File: config.mk
export PLATFORM = sky130hd
export DESIGN_NAME = sdp_ram_burst_writer
export DESIGN_NICKNAME = d
export VERILOG_FILES = /design/src/rtl/sdp_ram_burst_writer.sv
export SDC_FILE = /design/constraint.sdc
export NUM_CORES = 1
export LEC_CHECK = 0
export CORE_UTILIZATION = 46
export CTS_CLUSTER_DIAMETER = 30
export CTS_CLUSTER_SIZE = 12
export DETAILED_ROUTE_END_ITERATION = 8
export PLACE_DENSITY_LB_ADDON = 0.12
export SETUP_SLACK_MARGIN = 0.15
export SLEW_MARGIN = 20
export SYNTH_ARGS = -nofsm -noshare
export SYNTH_HDL_FRONTEND = slang
export SYNTH_SLANG_ARGS = --single-unit
File: constraint.sdc
create_clock -name clka -period 2.7 [get_ports clka]
set_input_delay 0.27 -clock clka [delete_from_list [all_inputs] [get_ports clka]]
set_output_delay 0.27 -clock clka [all_outputs]
set_load 0.05 [all_outputs]
File: src/rtl/sdp_ram_burst_writer.sv
// Burst write controller for port A of the simple dual-port RAM: command (addr, len-1) then valid/ready beats.
// Optional XOR checksum of accepted beats enabled by defining WR_CHECKSUM_EN.
module sdp_ram_burst_writer #(
  parameter int unsigned DATA_WIDTH = 8,
  parameter int unsigned ADDR_WIDTH = 7,
  parameter int unsigned LEN_WIDTH  = 8
) (
  input  logic                  clka,
  input  logic                  rst_n,
  input  logic                  cmd_valid,
  output logic                  cmd_ready,
  input  logic [ADDR_WIDTH-1:0] cmd_addr,
  input  logic [LEN_WIDTH-1:0]  cmd_len,
  input  logic                  s_valid,
  output logic                  s_ready,
  input  logic [DATA_WIDTH-1:0] s_data,
  input  logic                  abort,
  output logic                  wena,
  output logic [ADDR_WIDTH-1:0] waddra,
  output logic [DATA_WIDTH-1:0] dina,
  output logic                  busy,
  output logic                  done,
  output logic                  last_abort
`ifdef WR_CHECKSUM_EN
  ,
  output logic [DATA_WIDTH-1:0] csum
`endif
);

  typedef enum logic [1:0] {
    S_IDLE  = 2'd0,
    S_WRITE = 2'd1,
    S_DONE  = 2'd2
  } state_t;

  state_t                r_state;
  state_t                w_state_nxt;
  logic                  w_cmd_acc;
  logic                  w_hs;
  logic                  w_s_ready;
  logic                  w_cmd_ready;

  logic [ADDR_WIDTH-1:0] r_addr;
  logic [LEN_WIDTH-1:0]  r_cnt;
  logic                  r_wena;
  logic [ADDR_WIDTH-1:0] r_waddra;
  logic [DATA_WIDTH-1:0] r_dina;
  logic                  r_last_abort;

  always_comb begin
    w_state_nxt = r_state;
    w_cmd_acc   = 1'b0;
    w_hs        = 1'b0;
    w_s_ready   = 1'b0;
    w_cmd_ready = 1'b0;
    case (r_state)
      S_IDLE: begin
        w_cmd_ready = 1'b1;
        if (cmd_valid) begin
          w_cmd_acc   = 1'b1;
          w_state_nxt = S_WRITE;
        end
      end
      S_WRITE: begin
        // abort blocks the beat in the same cycle, so an abort never races a final write
        w_s_ready = !abort;
        w_hs      = s_valid && !abort;
        if (abort) begin
          w_state_nxt = S_DONE;
        end else if (w_hs && (r_cnt == '0)) begin
          w_state_nxt = S_DONE;
        end
      end
      S_DONE:  w_state_nxt = S_IDLE;
      default: w_state_nxt = S_IDLE;
    endcase
  end

  always_ff @(posedge clka or negedge rst_n) begin
    if (!rst_n) begin
      r_state <= S_IDLE;
    end else begin
      r_state <= w_state_nxt;
    end
  end

  always_ff @(posedge clka or negedge rst_n) begin
    if (!rst_n) begin
      r_addr       <= '0;
      r_cnt        <= '0;
      r_wena       <= 1'b0;
      r_waddra     <= '0;
      r_dina       <= '0;
      r_last_abort <= 1'b0;
    end else begin
      r_wena <= w_hs;
      if (w_cmd_acc) begin
        r_addr       <= cmd_addr;
        r_cnt        <= cmd_len;
        r_last_abort <= 1'b0;
      end
      if (w_hs) begin
        r_waddra <= r_addr;
        r_dina   <= s_data;
        r_addr   <= r_addr + ADDR_WIDTH'(1);
        if (r_cnt != '0) begin
          r_cnt <= r_cnt - LEN_WIDTH'(1);
        end
      end
      if ((r_state == S_WRITE) && abort) begin
        r_last_abort <= 1'b1;
      end
    end
  end

`ifdef WR_CHECKSUM_EN
  logic [DATA_WIDTH-1:0] r_csum;

  always_ff @(posedge clka or negedge rst_n) begin
    if (!rst_n) begin
      r_csum <= '0;
    end else if (w_cmd_acc) begin
      r_csum <= '0;
    end else if (w_hs) begin
      r_csum <= r_csum ^ s_data;
    end
  end

  assign csum = r_csum;
`endif

  assign cmd_ready  = w_cmd_ready;
  assign s_ready    = w_s_ready;
  assign wena       = r_wena;
  assign waddra     = r_waddra;
  assign dina       = r_dina;
  assign busy       = (r_state != S_IDLE);
  assign done       = (r_state == S_DONE);
  assign last_abort = r_last_abort;

endmodule

-- Word level (Yosys, flattened, before mapping)
Index checks and enable logic that the tools add are counted.
- add/subtract/negate cells: 2
- eq/ne operators: 4
- mux-type cells: 16
- reductions and logical operators: 11
- operators by type and width (kind ; number):
    2-to-1 mux 8 bit ; 3
    2-to-1 mux 7 bit ; 2
    logical NOT 8 bit ; 1
    nonzero test 8 bit ; 1
    subtractor 8 x 1 -> 8 bit (second input constant) ; 1
    adder 7 x 1 -> 7 bit (second input constant) ; 1
    2-to-1 mux 1 bit ; 7
    2-to-1 mux 2 bit ; 3
    nonzero test 2 bit ; 3
    one-hot mux 2 bit (2 select lines) ; 1
    logical AND 1 bit ; 3
    != test 3 bit (second input constant) ; 1
    == test 2 x 1 -> 1 bit (second input constant) ; 1
    == test 2 bit (second input constant) ; 1
    logical NOT 2 bit ; 1
    != test 2 bit (second input constant) ; 1
    AND reduction 2 bit ; 1
    logical NOT 1 bit ; 1
- register bits: 34
- bits of input ports: 28
- output and inout bits: 21

-- Depth between registers and ports, before layout
- depth in word-level cells: 6
- gate-level depth with buffers: 7

-- Worst setup path before layout
No wires, ideal clock.
- kind: register to register
- start point: register r_cnt[3]
- end point: register r_cnt[4]
- library setup time: 0.123 ns
- arrival time: 1.837 ns
- slack: 0.740 ns
- cell stages (with the launch flop): 5
- buffers on the path: 0
- cells stage by stage: dfrtp_1 or4_4 o31a_4 mux2_4 o221a_1
- word-level cells in the longest chain between the ends: 3
- elaborated cells on any way between the ends: 4
- classes of those cells: add/sub: 1; mux: 2; reduce/logical: 1
- ends and longest elaborated chain (what ; line ; source):
    start: declaration ; 44 ; logic [LEN_WIDTH-1:0] r_cnt;
    start signal: assignment ; 99 ; r_cnt <= cmd_len;
    start signal: assignment ; 107 ; r_cnt <= r_cnt - LEN_WIDTH'(1);
    subtractor 8 x 1 -> 8 bit or nonzero test 8 bit (tied branches) ; 107, 106 ;
    2-to-1 mux 8 bit * ; 106 ; if (r_cnt != '0) begin
    2-to-1 mux 8 bit * ; 102 ; if (w_hs) begin
Mark *: on every way between the ends. The rest lies on a longest branch, timed or not.
A chain may end at the register's enable or synchronous reset.

-- Worst setup path after layout
- start point: register r_state[1]
- end point: output s_ready
- word-level cells in the longest chain between the ends: 2
- ends and longest elaborated chain (what ; line ; source):
    start: declaration ; 36 ; state_t r_state;
    start signal: assignment ; 83 ; r_state <= w_state_nxt;
    == test 2 x 1 -> 1 bit ; 56 ; case (r_state)
    2-to-1 mux 1 bit ; 56 ;
    end: declaration ; 15 ; output logic s_ready,
No other way between the ends.

==> run metrics <==
outcome finished, final reports clean; vias in the first global route 1313; Simple-Gate Fraction of Synth Area 0.267; drt wl/cell 12.7 µm; placed insts 272; postcts setup bufs 0; Final setup viols 0; n_diodes 0; Max stage delay on crit path 0.82 ns; LEAKAGE 0.000986 µW; Peak supply drop 0.000693 V; Netlist cell types 36; die height 61.7 µm; XOR/XNOR Fraction of Synth Area 0; post-synthesis compound-gate area fraction 0.152; post-synthesis sequential area ratio 0.519; Clock Pin Slew Worst Setup and Hold Paths 0.10 ns; post-cts resize count 0; CTS root buf clkbuf_4; Tmin final 2.16 ns; Core Area 3360 µm²; first-iteration detailed-routing DRC count 83; Clock Path Buffers 2; CP Data Arrival Time 1.89 ns; Slowest cell on crit path clkdlybuf4s50_1; Die Wd 61.7 µm; DRC 0; Synth Net Count 212; H-tree depth 2; register bit count reported by yosys 34; Critical path buffers and inverters 1; first-pass GRT wire length 5660 µm; Mapped Area 1640 µm²; Worst Path Required 2.43 ns; Crit path max-delay family buffers and inverters; CP Capture Type output port; first-pass iteration count of the detailed router 4; # IOs 49; fin nets 264; Syn Area/Cell 9.05 µm²; Post-CTS Hold Buffers 0; worst slew pin tran 0.519 ns; reg2reg setup slack 0.65 ns; power per cell area 1190 nW/µm²; R2R depth 4; GRT Util Overall 0.209; R2R Path End r_cnt[4]$_DFF_PN0_; total clock sinks 34; HPWL after DPL 2510 µm; setup tns final 0 ns; area grow syn2layout 36.7%; Syn. warnings 0; most frequent cells in the layout 52 x nand2_1, 48 x clkdlybuf4s50_1, 34 x dfrtp_1, 12 x nor2_1, 11 x nor3_1; CTS tree done; combinational family with the most area after synthesis simple AND/OR/NAND/NOR gates; crit path launch type register; Total Wirelength 3560 µm; Reg2Reg Launch Point r_cnt[3]$_DFF_PN0_; final non-filler cell total 280; vias 1472; number of port buffers 48; GPL Wtd Cong 0.839; pin count of the biggest net entering global routing 35; fmax 0.462 GHz; Hold Crit Class primary input to async pin; mux share of post-synthesis cell area 0.00917; initial antenna violation count 0; die area 3800 µm²; ANT nets after route 0; RSZ-0062 raised after global routing false; clk_skew 0.00497 ns; Slew HR 0.652; Inserted Clock Buffers 5; Worst-Skew Late Latency 0.33 ns; Final Hold Fails 0; crit share post-route 0.802; Worst Path Max Fanout 6; fin. max-slew vios 0; Post-Syn Instances 181; Synth Area in Adders 0.0229; initial core utilization 0.487; Via-to-Cell Ratio 5.26; most common cell after layout, fill and taps aside nand2_1; row count 21; max cap viols 0; Setup Crit Path Kind register to output port; share of post-route cells with drive strength above 1 0.0812; global route overflow 0; crit-path cells nand2b_1 > nor2_1 > clkdlybuf4s50_1
## through the flow
| step | cell area, µm² | setup WS, ns | util | hold slack, ns | total power, µW |
|---|---|---|---|---|---|
| floorplan | 1640 | 0.740 | - | -0.0256 | 1900 |
| global placement | 2180 | 0.689 | 0.648 | 0.456 | 2350 |
| detailed placement | 2180 | 0.648 | 0.648 | 0.461 | 2380 |
| CTS | 2240 | 0.513 | 0.666 | 0.344 | 2680 |
| global route | 2240 | 0.415 | 0.666 | 0.363 | 2850 |
| finish | 2240 | 0.536 | 0.666 | 0.340 | 2660 |
## registers in the layout (all words and copies together), names as in the netlist
name and cells:
dina 8, last_abort 1, r_addr 7, r_cnt 8, r_state 2, waddra 7
wena 1
## cell usage after synthesis
| cell | n | area (µm²) |
|---|---|---|
| ha_1 | 3 | 37.5 |
| buf_1 | 3 | 11.3 |
| nand2_1 | 52 | 195 |
| or3_1 | 2 | 12.5 |
| o22a_1 | 2 | 17.5 |
| a22oi_1 | 1 | 7.51 |
| a21boi_0 | 1 | 7.51 |
| a221o_1 | 2 | 20.0 |
| nand3_1 | 5 | 25.0 |
| clkbuf_1 | 4 | 15.0 |
| o221a_1 | 1 | 11.3 |
| nor3_1 | 11 | 55.1 |
| dfrtp_1 | 34 | 851 |
| and3_1 | 1 | 6.26 |
| a211oi_1 | 2 | 15.0 |
| a32oi_1 | 1 | 8.76 |
| nor2_1 | 12 | 45.0 |
| nor3b_1 | 3 | 22.5 |
| or4_4 | 1 | 11.3 |
| nand2b_1 | 3 | 18.8 |
| o31ai_2 | 1 | 12.5 |
| nand4bb_1 | 1 | 11.3 |
| o31a_4 | 1 | 17.5 |
| o21a_1 | 2 | 15.0 |
| o311a_1 | 1 | 10.0 |
| a31oi_1 | 1 | 6.26 |
| inv_1 | 6 | 22.5 |
| a311oi_1 | 1 | 8.76 |
| or2_2 | 2 | 12.5 |
| o21ai_0 | 6 | 30.0 |
| a21oi_1 | 8 | 40.0 |
| mux2_4 | 1 | 15.0 |
| or3b_2 | 1 | 8.76 |
| o22ai_1 | 2 | 12.5 |
| nand4_1 | 2 | 12.5 |
| a31o_2 | 1 | 8.76 |
## power breakdown
group          internal (µW)  switching, µW  total [µW]
Combinational            526            889        1410
Clock                    126            163         289
Sequential               745            208         953
Total                   1400           1260        2660
## layer usage
metal	GRT usage	wire, µm
met1	0.244	1560
met2	0.370	1790
met3	0.0588	183
met4	0.0667	21
met5	0	0
## logic make-up (layout without fill, tap and decap cells)
| logic type | count (synthesis) | count (layout) |
|---|---|---|
| fa+ha+maj | 3 | 3 |
| flops | 34 | 34 |
| compound gates | 34 | 34 |
| simple gates | 96 | 96 |
| buf+inv | 13 | 66 |
| mux | 1 | 1 |
## layout make-up
cell class | count | area (µm²)
Timing Repair Buffer | 52 | 510
Clock buffer | 7 | 55.1
Fill cell | 293 | 1120
Multi-Input combinational cell | 134 | 738
Sequential cell | 34 | 851
Clock inverter | 1 | 5.00
Tap cell | 46 | 57.6
Inverter | 6 | 22.5
## how the worst max path moves through the flow
stage	from	end	slack [ns]	cells after the start
after global placement	r_cnt[3]$_DFF_PN0_	r_cnt[4]$_DFF_PN0_	0.69	4
final	r_state[1]$_DFFE_PN0P_	s_ready	0.54	3
after floorplan	r_cnt[3]$_DFF_PN0_	r_cnt[4]$_DFF_PN0_	0.74	4
after detailed placement	cmd_valid	r_addr[2]$_DFFE_PN0P_	0.65	5
after CTS	r_state[1]$_DFFE_PN0P_	s_ready	0.51	3
after global routing	r_state[1]$_DFFE_PN0P_	s_ready	0.41	3
## worst reg2reg max path, cell delays in order (launching register included)
cell     delay [ns]
dfrtp_1        0.44
or4_4          0.58
o31a_4         0.40
mux2_4         0.30
o221a_1        0.22
No activity file was read; power rests on OpenSTA's default activity.
==> edit 1 (same flow settings) <==
Change the parameter `DATA_WIDTH` from 8 to 12.
--- a/src/rtl/sdp_ram_burst_writer.sv
+++ b/src/rtl/sdp_ram_burst_writer.sv
@@ -3,3 +3,3 @@
 module sdp_ram_burst_writer #(
-  parameter int unsigned DATA_WIDTH = 8,
+  parameter int unsigned DATA_WIDTH = 12,
   parameter int unsigned ADDR_WIDTH = 7,
Ports: changed (resized dina and s_data); port bits go from 49 to 57. The function was not compared with the original's and may differ.
==> edit 1 against the original RTL <==
  * Setup slack better by 0.065 ns
  * Die area is 9.0% higher
  * Combinational power is 13% higher
  * Sequential cell count rose by 4
  * Synthesized area is 9.3% higher
  * Cell area rose by 11%
  * Global-route usage is 0.45 points higher
  * Total power rose by 15%
  * Wire length is 8.7% higher
  * Critical path type unchanged
==> edit 1: results <==
set metrics [dict create \
    dr_total_vias 1592 \
    run_status "complete, no violations" \
    first_global_vias 1543 \
    synth_cell_types 37 \
    nNetsFinal 294 \
    worst_ir_drop_vdd_mv 0.658 \
    worst-slew-pin-transition_ns 0.827 \
    switching_share 0.469 \
    dpl_cell_area_um2 2390 \
    post_synth_fa_ha_maj_area_fraction 0.0210 \
    area_share_clock_buf_inv 0.0382 \
    p_comb_w 0.00159 \
    final.signal_inverter_count 7 \
    synthMuxAreaShare 0.0140 \
    grt_pass1_wl_um 6750 \
    grt_max_degree 39 \
    h_tree_level_count 2 \
    multi_input_area_um2 772 \
    core-area_um2 3690 \
    r2r_slack_ns 0.61 \
    synth_common_cells "sky130_fd_sc_hd__nand2_1 (66), sky130_fd_sc_hd__dfrtp_1 (38), sky130_fd_sc_hd__nor2_1 (12), sky130_fd_sc_hd__nor3_1 (11)" \
    ys_top_cells_by_area "sky130_fd_sc_hd__dfrtp_1 (53%), sky130_fd_sc_hd__nand2_1 (14%), sky130_fd_sc_hd__nor3_1 (3.1%)" \
    seq_area_frac 0.382 \
    buf_share 0.235 \
    first_iter_violations 89 \
    clock_tree.root_cell "sky130_fd_sc_hd__clkbuf_8" \
    placement.io_buffers 56 \
    synth.net_count 236 \
    share_of_post_route_cells_with_drive_strength_above_1 0.0769 \
    clock_insertion_delay_worst_skew_ns 0.29 \
    count_of_multi_input_gates 147 \
    route.met2.wl_um 1810 \
    clock-skew-final_ns 0.00336 \
    global_route.usage.total 0.214 \
    synth_compound_gate_area_share 0.122 \
    worst_ep_arrival_time_ns 1.83 \
    final.signal_buffer_count 60 \
    place_hpwl_um 2630 \
    postRouteWirelength_um 3870 \
    whs_ns 0.0734 \
    holdCritPathClass "input port to asynchronous set/reset pin" \
    synth.yosys.seq_area_share 0.531 \
    gpl.final_weighted_congestion 0.838 \
    clock_buffer_cells 6 \
]
==> edit 1: cell types whose count changed after synthesis, moves of 3 or more <==
cell	before	now
sky130_fd_sc_hd__dfrtp_1	34	38
sky130_fd_sc_hd__buf_1	3	0
sky130_fd_sc_hd__nand2_1	52	66
sky130_fd_sc_hd__clkbuf_1	4	8
==> edit 1: metrics by stage <==
| stage | cells | power, W | setup slack (ns) | utilization |
|---|---|---|---|---|
| after detailed placement | 300 | 0.00266 | 0.634 | 0.649 |
| final | 308 | 0.00305 | 0.600 | 0.675 |
| after floorplan | 201 | 0.00212 | 0.714 | - |
| after global routing | 308 | 0.00325 | 0.479 | 0.675 |
| after CTS | 308 | 0.00307 | 0.591 | 0.675 |
| after global placement | 300 | 0.00263 | 0.661 | 0.649 |
==> edit 1: per-layer routing <==
metal	track usage	up-vias
met5	0	-
met4	0.100	0
met3	0.0464	7
met2	0.342	36
met1	0.274	750
li1	-	799
==> edit 2 (same flow settings) <==
Without the edit above. The 3 states of `state_t` get a one-hot encoding in 3 bits.
--- a/src/rtl/sdp_ram_burst_writer.sv
+++ b/src/rtl/sdp_ram_burst_writer.sv
@@ -29,6 +29,6 @@
 
-  typedef enum logic [1:0] {
-    S_IDLE  = 2'd0,
-    S_WRITE = 2'd1,
-    S_DONE  = 2'd2
+  typedef enum logic [2:0] {
+    S_IDLE  = 3'b001,
+    S_WRITE = 3'b010,
+    S_DONE  = 3'b100
   } state_t;
Function: no difference found for any inputs over 10 cycles, from zero or initial values and one cycle with rst_n low; not proved beyond that.
==> edit 2 against the original RTL <==
  * Cell area up 4.5%
  * Global-route usage up 0.54 points
  * Register-to-register slack worse by 0.07 ns
  * Sequential cell count up 1
  * Wire length up 8.1%
  * Utilization up 1.4 points
  * Synthesized area up 4.5%
  * Total power up 4.6%
  * Sequential share of layout area down 0.50 points
  * Die area up 4.4%
  * Non-clock buffer count up 1
  * Largest power group unchanged
  * Highest routed layer unchanged
  * Setup slack better by 0.047 ns
==> edit 2: results <==
set metrics [dict create \
    cp-startpoint "r_cnt[0]" \
    clock_insertion_delay_worst_skew_ns 0.29 \
    viasPerCell 5.37 \
    holdCritPathClass "input port to asynchronous set/reset pin" \
    global_route.usage.total 0.214 \
    p_leak_nw 1.08 \
    fillers 273 \
    grt_max_degree 36 \
    first_iter_violations 71 \
    grt_pass1_wl_um 6640 \
    worst_ir_drop_vdd_mv 0.575 \
    postRouteWirelength_um 3850 \
    cts_resized 0 \
    dpl_cell_area_um2 2250 \
    path_clk_slew_ns 0.07 \
    worst-slew-pin-transition_ns 0.555 \
    antenna_cells 0 \
    first_global_vias 1465 \
    crit_family "compound AO/OA/AOI/OAI gates" \
    ys_top_cells_by_area "sky130_fd_sc_hd__dfrtp_1 (50%), sky130_fd_sc_hd__nand2_1 (11%), sky130_fd_sc_hd__o21ai_0 (2.9%)" \
    synth.yosys.seq_area_share 0.512 \
    drt_pre_antenna_iters 4 \
    synth_common_cells "sky130_fd_sc_hd__nand2_1 (49), sky130_fd_sc_hd__dfrtp_1 (34), sky130_fd_sc_hd__o21ai_0 (10), sky130_fd_sc_hd__inv_1 (9), sky130_fd_sc_hd__nor2_1 (8)" \
    run_status "complete, no violations" \
    synth-async-reset-ratio 1.00 \
    cpPeakStageDelay_ns 0.41 \
    h_tree_level_count 2 \
    critical_path_fanouts_max 7 \
    nNetsFinal 265 \
    worst_ep_arrival_time_ns 2.29 \
    share_of_post_route_cells_with_drive_strength_above_1 0.0936 \
    clock_tree.root_cell "sky130_fd_sc_hd__clkbuf_8" \
    clock-skew-final_ns 0.00566 \
    synth_cell_types 41 \
    gpl.final_weighted_congestion 0.809 \
    crit_path_top_delay_cell "sky130_fd_sc_hd__dfrtp_1" \
    place_hpwl_um 2730 \
]
==> edit 2: area by class of cell <==
| type | instances | area, um^2 | area share |
|---|---|---|---|
| Clock buffer | 6 | 72.6 | 0.0310 |
| Clock inverter | 2 | 12.5 | 0.00535 |
| Inverter | 10 | 37.5 | 0.0160 |
| Multi-Input combinational cell | 129 | 762 | 0.326 |
| Sequential cell | 35 | 877 | 0.375 |
| Tap cell | 46 | 57.6 | 0.0246 |
| Timing Repair Buffer | 53 | 520 | 0.222 |
==> edit 2: stage by stage <==
step | std cells | setup slack, ns
final | 281 | 0.582
after global routing | 281 | 0.498
after CTS | 281 | 0.238
after detailed placement | 273 | 0.485
after global placement | 273 | 0.579
after floorplan | 181 | 0.610
==> edit 2: worst paths after layout <==
check / end / slack (ns) / cells after the start
min reg2reg: dina[4] / 0.48 / 2
min: last_abort / 0.39 / 2
min in group clka: dina[4] / 0.48 / 2
max reg2reg: r_cnt[5] / 0.58 / 7
max in group asynchronous: r_state[0] / 1.98 / 2
max: r_cnt[5] / 0.58 / 7
==> edit 2: cell families (layout without fill, tap and decap cells) <==
| group | after synthesis | count (layout) | share of synthesized area |
|---|---|---|---|
| buf+inv | 17 | 71 | 0.0424 |
| flops | 35 | 35 | 0.512 |
| compound gates | 40 | 40 | 0.162 |
| mux | 5 | 5 | 0.0322 |
| fa+ha+maj | 3 | 3 | 0.0219 |
| simple gates | 81 | 81 | 0.230 |
==> edit 2: routing by layer <==
metal  global-route usage  part of all wire  vias up
met2                0.362              0.48       44
met1                0.259              0.45      718
li1                     -                 -      741
met4               0.0756             0.016        0
met3               0.0620             0.050        7
met5                    0                 0        -
==> edit 2: power breakdown <==
part           internal (W)  switching, W  total [W]
logic              0.000546      0.000891    0.00144
clock network      0.000180      0.000188   0.000368
registers          0.000769      0.000206   0.000976
total               0.00149       0.00129    0.00278
